<file path="src/rtl/mem_stage_pkg.sv">
// Shared types and constants for the MEM-stage data-memory controller.
package mem_stage_pkg;
  typedef enum logic [1:0] {IDLE, REQ, WAIT, DONE} mem_state_e;

  localparam logic [1:0] WORD_ALIGN_MASK = 2'b11;
  localparam int         TIMEOUT_DEFAULT = 255;
endpackage

</file>
<file path="src/rtl/mem_access_stage_if.sv">
// Data-memory request/response bus between the MEM stage (master) and memory (slave).
interface mem_access_stage_if #(parameter int NBits = 32);
  logic             req_valid;
  logic             req_ready;
  logic             req_we;
  logic [NBits-1:0] req_addr;
  logic [NBits-1:0] req_wdata;
  logic             rsp_valid;
  logic [NBits-1:0] rsp_rdata;

  modport master (output req_valid, req_we, req_addr, req_wdata,
                  input  req_ready, rsp_valid, rsp_rdata);
  modport slave  (input  req_valid, req_we, req_addr, req_wdata,
                  output req_ready, rsp_valid, rsp_rdata);
endinterface

</file>
<file path="src/rtl/mem_timeout_counter.sv">
// Cycle counter for an outstanding access; expired fires on the LIMIT-th enabled cycle.
module mem_timeout_counter #(
  parameter int LIMIT = 255
) (
  input  logic clk,
  input  logic reset,
  input  logic clr,
  input  logic en,
  output logic expired
);
  localparam int CW = $clog2(LIMIT + 1);

  logic [CW-1:0] cnt;

  always_ff @(posedge clk) begin
    if (reset || clr)                  cnt <= '0;
    else if (en && cnt != CW'(LIMIT))  cnt <= cnt + CW'(1);
  end

  // >= covers a read accepted on its last allowed cycle: WAIT then aborts at once
  assign expired = en && (cnt >= CW'(LIMIT - 1));
endmodule

</file>
<file path="src/rtl/mem_access_stage.sv">
// MEM-stage controller: issues EX/MEM loads/stores to data memory and stalls the pipe until done.
module mem_access_stage
  import mem_stage_pkg::*;
#(
  parameter int NBits   = 32,
  parameter int TIMEOUT = TIMEOUT_DEFAULT
) (
  input  logic                clk,
  input  logic                reset,
  input  logic                EX_MEM_valid_i,
  input  logic                EX_MEM_mem_read_i,
  input  logic                EX_MEM_mem_write_i,
  input  logic [NBits-1:0]    EX_MEM_alu_result_i,
  input  logic [NBits-1:0]    EX_MEM_write_data_i,
  mem_access_stage_if.master  dmem,
  output logic [NBits-1:0]    read_data_o,
  output logic                mem_stall_o,
  output logic                misalign_o,
  output logic                timeout_o
);
  mem_state_e state, state_n;
  logic       access, aligned, expired;

  assign access  = EX_MEM_valid_i && (EX_MEM_mem_read_i || EX_MEM_mem_write_i);
  assign aligned = (EX_MEM_alu_result_i[1:0] & WORD_ALIGN_MASK) == 2'b00;

  mem_timeout_counter #(.LIMIT(TIMEOUT)) u_tmo (
    .clk     (clk),
    .reset   (reset),
    .clr     (state == IDLE),
    .en      (state == REQ || state == WAIT),
    .expired (expired)
  );

  always_comb begin
    state_n = state;
    case (state)
      IDLE: if (access && aligned) state_n = REQ;
      REQ: begin
        if (dmem.req_ready)  state_n = dmem.req_we ? DONE : WAIT;
        else if (expired)    state_n = DONE;
      end
      WAIT: if (dmem.rsp_valid || expired) state_n = DONE;
      // DONE lets EX/MEM advance so the same instruction is never re-issued
      DONE: state_n = IDLE;
      default: state_n = IDLE;
    endcase
  end

  always_ff @(posedge clk) begin
    if (reset) begin
      state          <= IDLE;
      dmem.req_valid <= 1'b0;
      dmem.req_we    <= 1'b0;
      dmem.req_addr  <= '0;
      dmem.req_wdata <= '0;
      read_data_o    <= '0;
      misalign_o     <= 1'b0;
      timeout_o      <= 1'b0;
    end else begin
      state <= state_n;
      case (state)
        IDLE: if (access) begin
          if (aligned) begin
            dmem.req_valid <= 1'b1;
            dmem.req_we    <= EX_MEM_mem_write_i;
            dmem.req_addr  <= {EX_MEM_alu_result_i[NBits-1:2], 2'b00};
            dmem.req_wdata <= EX_MEM_write_data_i;
          end else begin
            misalign_o  <= 1'b1;
            read_data_o <= '0;
          end
        end
        REQ: begin
          if (dmem.req_ready) begin
            dmem.req_valid <= 1'b0;
          end else if (expired) begin
            dmem.req_valid <= 1'b0;
            timeout_o      <= 1'b1;
            read_data_o    <= '0;
          end
        end
        WAIT: begin
          if (dmem.rsp_valid) begin
            read_data_o <= dmem.rsp_rdata;
          end else if (expired) begin
            timeout_o   <= 1'b1;
            read_data_o <= '0;
          end
        end
        default: ;
      endcase
    end
  end

  assign mem_stall_o = !reset &&
                       ((state == IDLE && access && aligned) || state == REQ || state == WAIT);
endmodule

</file>
<file path="src/flat_wrapper.sv">
// flat-port wrapper written by rule: the top's interface ports become plain ports
module mem_access_stage_flat import mem_stage_pkg::*;
#(
  parameter int NBits   = 32,
  parameter int TIMEOUT = TIMEOUT_DEFAULT
)
  (clk, reset, EX_MEM_valid_i, EX_MEM_mem_read_i, EX_MEM_mem_write_i, EX_MEM_alu_result_i, EX_MEM_write_data_i, read_data_o, mem_stall_o, misalign_o, timeout_o, dmem_req_valid, dmem_req_we, dmem_req_addr, dmem_req_wdata, dmem_req_ready, dmem_rsp_valid, dmem_rsp_rdata);
  mem_access_stage_if #(.NBits(NBits)) dmem_i ();
  input  logic clk;
  input  logic reset;
  input  logic EX_MEM_valid_i;
  input  logic EX_MEM_mem_read_i;
  input  logic EX_MEM_mem_write_i;
  input  logic [NBits-1:0] EX_MEM_alu_result_i;
  input  logic [NBits-1:0] EX_MEM_write_data_i;
  output logic [NBits-1:0] read_data_o;
  output logic mem_stall_o;
  output logic misalign_o;
  output logic timeout_o;
  output wire logic [$bits(dmem_i.req_valid)-1:0] dmem_req_valid;
  output wire logic [$bits(dmem_i.req_we)-1:0] dmem_req_we;
  output wire logic [$bits(dmem_i.req_addr)-1:0] dmem_req_addr;
  output wire logic [$bits(dmem_i.req_wdata)-1:0] dmem_req_wdata;
  input wire logic [$bits(dmem_i.req_ready)-1:0] dmem_req_ready;
  input wire logic [$bits(dmem_i.rsp_valid)-1:0] dmem_rsp_valid;
  input wire logic [$bits(dmem_i.rsp_rdata)-1:0] dmem_rsp_rdata;
  assign dmem_req_valid = dmem_i.req_valid;
  assign dmem_req_we = dmem_i.req_we;
  assign dmem_req_addr = dmem_i.req_addr;
  assign dmem_req_wdata = dmem_i.req_wdata;
  assign dmem_i.req_ready = dmem_req_ready;
  assign dmem_i.rsp_valid = dmem_rsp_valid;
  assign dmem_i.rsp_rdata = dmem_rsp_rdata;
  mem_access_stage #(.NBits(NBits), .TIMEOUT(TIMEOUT)) u_core (.clk(clk), .reset(reset), .EX_MEM_valid_i(EX_MEM_valid_i), .EX_MEM_mem_read_i(EX_MEM_mem_read_i), .EX_MEM_mem_write_i(EX_MEM_mem_write_i), .EX_MEM_alu_result_i(EX_MEM_alu_result_i), .EX_MEM_write_data_i(EX_MEM_write_data_i), .dmem(dmem_i), .read_data_o(read_data_o), .mem_stall_o(mem_stall_o), .misalign_o(misalign_o), .timeout_o(timeout_o));
endmodule
</file>
<file path="config.mk">
export PLATFORM = sky130hd
export DESIGN_NAME = mem_access_stage_flat
export DESIGN_NICKNAME = d
export VERILOG_FILES = /design/src/rtl/mem_stage_pkg.sv /design/src/rtl/mem_access_stage_if.sv /design/src/rtl/mem_timeout_counter.sv /design/src/rtl/mem_access_stage.sv /design/src/flat_wrapper.sv
export SDC_FILE = /design/constraint.sdc
export NUM_CORES = 1
export LEC_CHECK = 0
export CORE_MARGIN = 2
export CORE_UTILIZATION = 40
export CTS_CLUSTER_DIAMETER = 40
export CTS_CLUSTER_SIZE = 40
export DETAILED_ROUTE_END_ITERATION = 8
export PLACE_DENSITY = 0.8
export SLEW_MARGIN = 5
export SYNTH_ARGS = -nofsm -noshare
export SYNTH_HDL_FRONTEND = slang
export SYNTH_SLANG_ARGS = --single-unit
</file>
<file path="constraint.sdc">
create_clock -name clk -period 2.2 [get_ports clk]
set_input_delay 0.44 -clock clk [delete_from_list [all_inputs] [get_ports clk]]
set_output_delay 0.44 -clock clk [all_outputs]
set_load 0.05 [all_outputs]
</file>
==> key figures <==
Run status
  – Status: completed

Worst hold path
  – WHS Path Cells: 2
  – WHS Endpoint: u_core.state[1]
  – Type of the most critical hold path: primary input to flop
  – Hold_sp: reset

Global routing
  – Met3 usage in global routing: 6.767%
  – Initial antenna violation count: 0
  – First-pass GRT wire length: 18380 um
  – Pin count of the biggest net entering global routing: 64
  – Overall routing resource usage: 20.82%
  – Gr ovfl total: 0
  – Met2 usage in global routing: 34.59%
  – Gr busiest metal: met2
  – GR Layer Usage met1: 24.91%
  – Vias in the first global route: 3732

Routing
  – Drt drc: 0
  – Drt first pass iters: 4
  – WL final: 11410 um
  – WL/cell: 14.68 um
  – ANT nets after route: 0
  – Vias per cell: 5.027
  – Iter 0 DRT Violations: 118
  – Via count: 3906

Timing
  – Max Clk Rate: 0.4678 GHz
  – RSZ-0062 raised after global routing: false
  – Worst Hold Margin: 0.3462 ns
  – Final Max Slew Viols: 0
  – Tightest Pin Transition: 0.6447 ns
  – Slew margin rel.: 57.02%
  – Fin. Hold Viols: 0
  – Crit share post-route: 97.17%
  – Worst Clk Skew: 0.008013 ns
  – Final Setup Violations: 0
  – Tmin final: 2.138 ns
  – Final critical-path setup slack: 0.06230 ns

Placement
  – Worst slack, placed: -0.08793 ns
  – Port Buffer Count: 201
  – Detailed placer's ending HPWL: 8330 um
  – Gpl congestion: 0.7695

Logic synthesis
  – Synth area leader: dfxtp_1
  – Synth Cell Area: 4004 um^2
  – Register area share after synthesis: 54.00%
  – Top cell type's share of synthesized area: 54.00%
  – Top cells by count, synth: 130 x nand2_1, 108 x dfxtp_1, 67 x a21oi_1
  – EDFF count, synth: 0
  – Yosys reg bits: 108
  – Most frequent cell after synthesis: nand2_1
  – Synth area leaders: dfxtp_1 54%, nand2_1 12%, a21oi_1 8.4%, a32o_1 8.0%, ha_1 1.9%
  – Async S/R FF share, synth: 0%
  – Synth unique cells: 42
  – Syn Inst Count: 442
  – Avg Cell Area, Syn: 9.058 um^2
  – Prevailing post-synth register cell: dfxtp_1
  – Syn. warnings: 0

Worst setup path
  – Worst R2R Start: u_core.state[1]
  – Setup CP Type: primary input to primary output
  – Worst-path maximum fanout: 3
  – Crit-path slowest cell: clkdlybuf4s50_1
  – Crit path max-delay family: buffers and inverters
  – Crit-path cells: clkdlybuf4s50_1 > buf_4 > o21a_1 > nand3_2 > a21oi_2 > buf_12
  – Worst Path Buf+Inv: 3
  – Slowest cell delay on critical path: 0.48 ns
  – Flop-to-flop setup slack: 0.17 ns
  – WP data required: 1.76 ns
  – Cells on worst reg2reg path: 7
  – Crit path arrival time: 1.70 ns
  – Crit path capture type: primary output
  – RR Endpoint: u_core.read_data_o[5]
  – Startpoint types: primary input

Power and ir drop
  – Power density over cell area: 701.4 nW/um^2
  – Pwr Total: 4.495 mW
  – Max IR drop VDD: 0.3678 mV
  – Leakage power: 2.214 nW

Clock network
  – CTS tree: built
  – H-tree levels: 3
  – Clk Latency, worst-skew pair: 0.36 ns
  – Clock Sinks: 108
  – Setup Buffers After CTS: 0
  – # hold bufs at CTS: 0
  – Clock Path Buffers: 2
  – Num CTS Buffers: 9
  – CTS Root Cell: clkbuf_8
  – Clock slew at reported path FFs: 0.10 ns
  – Post-CTS sizing: 0

Finish
  – Fraction of layout cells with a size suffix above 1: 6.988%
  – Final Net Count: 748
  – # diodes: 0
  – Sequential cell area: 2162 um^2
  – Fill count: 820
  – Area Overhead vs Synth: 60.06%
  – Multi-input gate area: 1682 um^2

Floorplan
  – Initial Util: 41.15%
  – Die Y: 104.0 um
  – Cell Rows: 36
  – Die W: 104.0 um
  – Die area: 10830 um^2
  – IO Pins: 204
  – Core area: 9729 um^2

Flow run
  – Maximum capacitance violations: 0
[cells in the final DEF, fill, tap and decap left out, drive strengths merged, types with 2 or more instances in the layout]
| cell | netlist | routed |
|---|---|---|
| o211ai | 4 | 4 |
| a31oi | 2 | 2 |
| buf | 14 | 18 |
| a21oi | 67 | 67 |
| ha | 6 | 6 |
| o21a | 2 | 2 |
| clkdlybuf4s50 | 0 | 199 |
| nand2 | 130 | 130 |
| o2111ai | 2 | 2 |
| nand4 | 3 | 3 |
| nand3 | 2 | 2 |
| or2 | 2 | 2 |
| a211oi | 2 | 2 |
| clkbuf | 18 | 11 |
| xor2 | 3 | 3 |
| conb | 1 | 2 |
| nor2 | 12 | 12 |
| nor2b | 2 | 2 |
| o21ai | 3 | 3 |
| a32o | 32 | 32 |
| clkinv | 1 | 3 |
| dfxtp | 108 | 108 |
| and2 | 2 | 2 |
| nor3 | 2 | 2 |
| xnor2 | 4 | 4 |
| inv | 5 | 6 |
[worst reg2reg max path, cell delays in order, from the launching register on]
cell	delay, ns
dfxtp_1	0.39
inv_1	0.09
ha_1	0.44
o21ai_1	0.18
nor3_2	0.24
o21bai_2	0.13
buf_12	0.18
a32o_1	0.27
[routing by layer]
metal,vias up,routed length [um]
met5,-,0
met4,0,252
met3,22,930
met2,160,5394
met1,1807,4828
li1,1917,-
[stage by stage]
step / TNS, ns / utilization [%] / area [um^2] / cells
after floorplan: 0 / - / 4011 / 443
after global placement: -1.638 / 63.77 / 6205 / 761
after detailed placement: -2.805 / 63.77 / 6205 / 761
after CTS: 0 / 65.84 / 6406 / 777
after global routing: 0 / 65.87 / 6409 / 777
final: 0 / 65.87 / 6409 / 777
[logic make-up (layout without fill, tap and decap cells)]
group	count (synthesis)	in the layout	share of synthesized area (%)
AND/OR/NAND/NOR	159	159	16.63
AO/OA/AOI/OAI	123	123	21.28
flip-flops	108	108	54.00
buffers and inverters	38	239	4.593
XOR/XNOR	7	7	1.531
adder cells (fa/ha/maj)	6	6	1.875
other	1	2	0.09366
[state kept, by name, indices dropped and copies added (netlist names)]
name	flops
u_core.dmem.req_wdata	32
u_core.read_data_o	32
u_core.dmem.req_addr	30
u_core.u_tmo.cnt	8
u_core.state	2
u_core.dmem.req_valid	1
u_core.dmem.req_we	1
u_core.misalign_o	1
u_core.timeout_o	1
[layout make-up]
type / instances / area share [%]
inverter: 6 / 0.3514
timing repair buffer: 217 / 33.93
multi-input combinational: 297 / 26.24
tap: 133 / 2.597
clock buffer: 11 / 2.206
clock inverter: 5 / 0.9371
sequential: 108 / 33.74
[how the worst max path moves through the flow]
stage / startpoint / to / slack (ns) / cells after the start
floorplan: u_core.state[0] / mem_stall_o / 0.14 / 5
global placement: EX_MEM_mem_read_i / u_core.read_data_o[17] / -0.05 / 6
detailed placement: EX_MEM_alu_result_i[1] / u_core.read_data_o[18] / -0.09 / 6
CTS: EX_MEM_alu_result_i[1] / mem_stall_o / 0.03 / 6
global route: u_core.state[1] / mem_stall_o / 0.002 / 5
finish: EX_MEM_mem_write_i / mem_stall_o / 0.06 / 6
[report_power, final]
group          total [mW]  switching [mW]  internal, mW
Combinational        1.19           0.694         0.500
Sequential           2.07          0.0439          2.03
Clock                1.23           0.665         0.563
(Power assumes the default switching activity.)
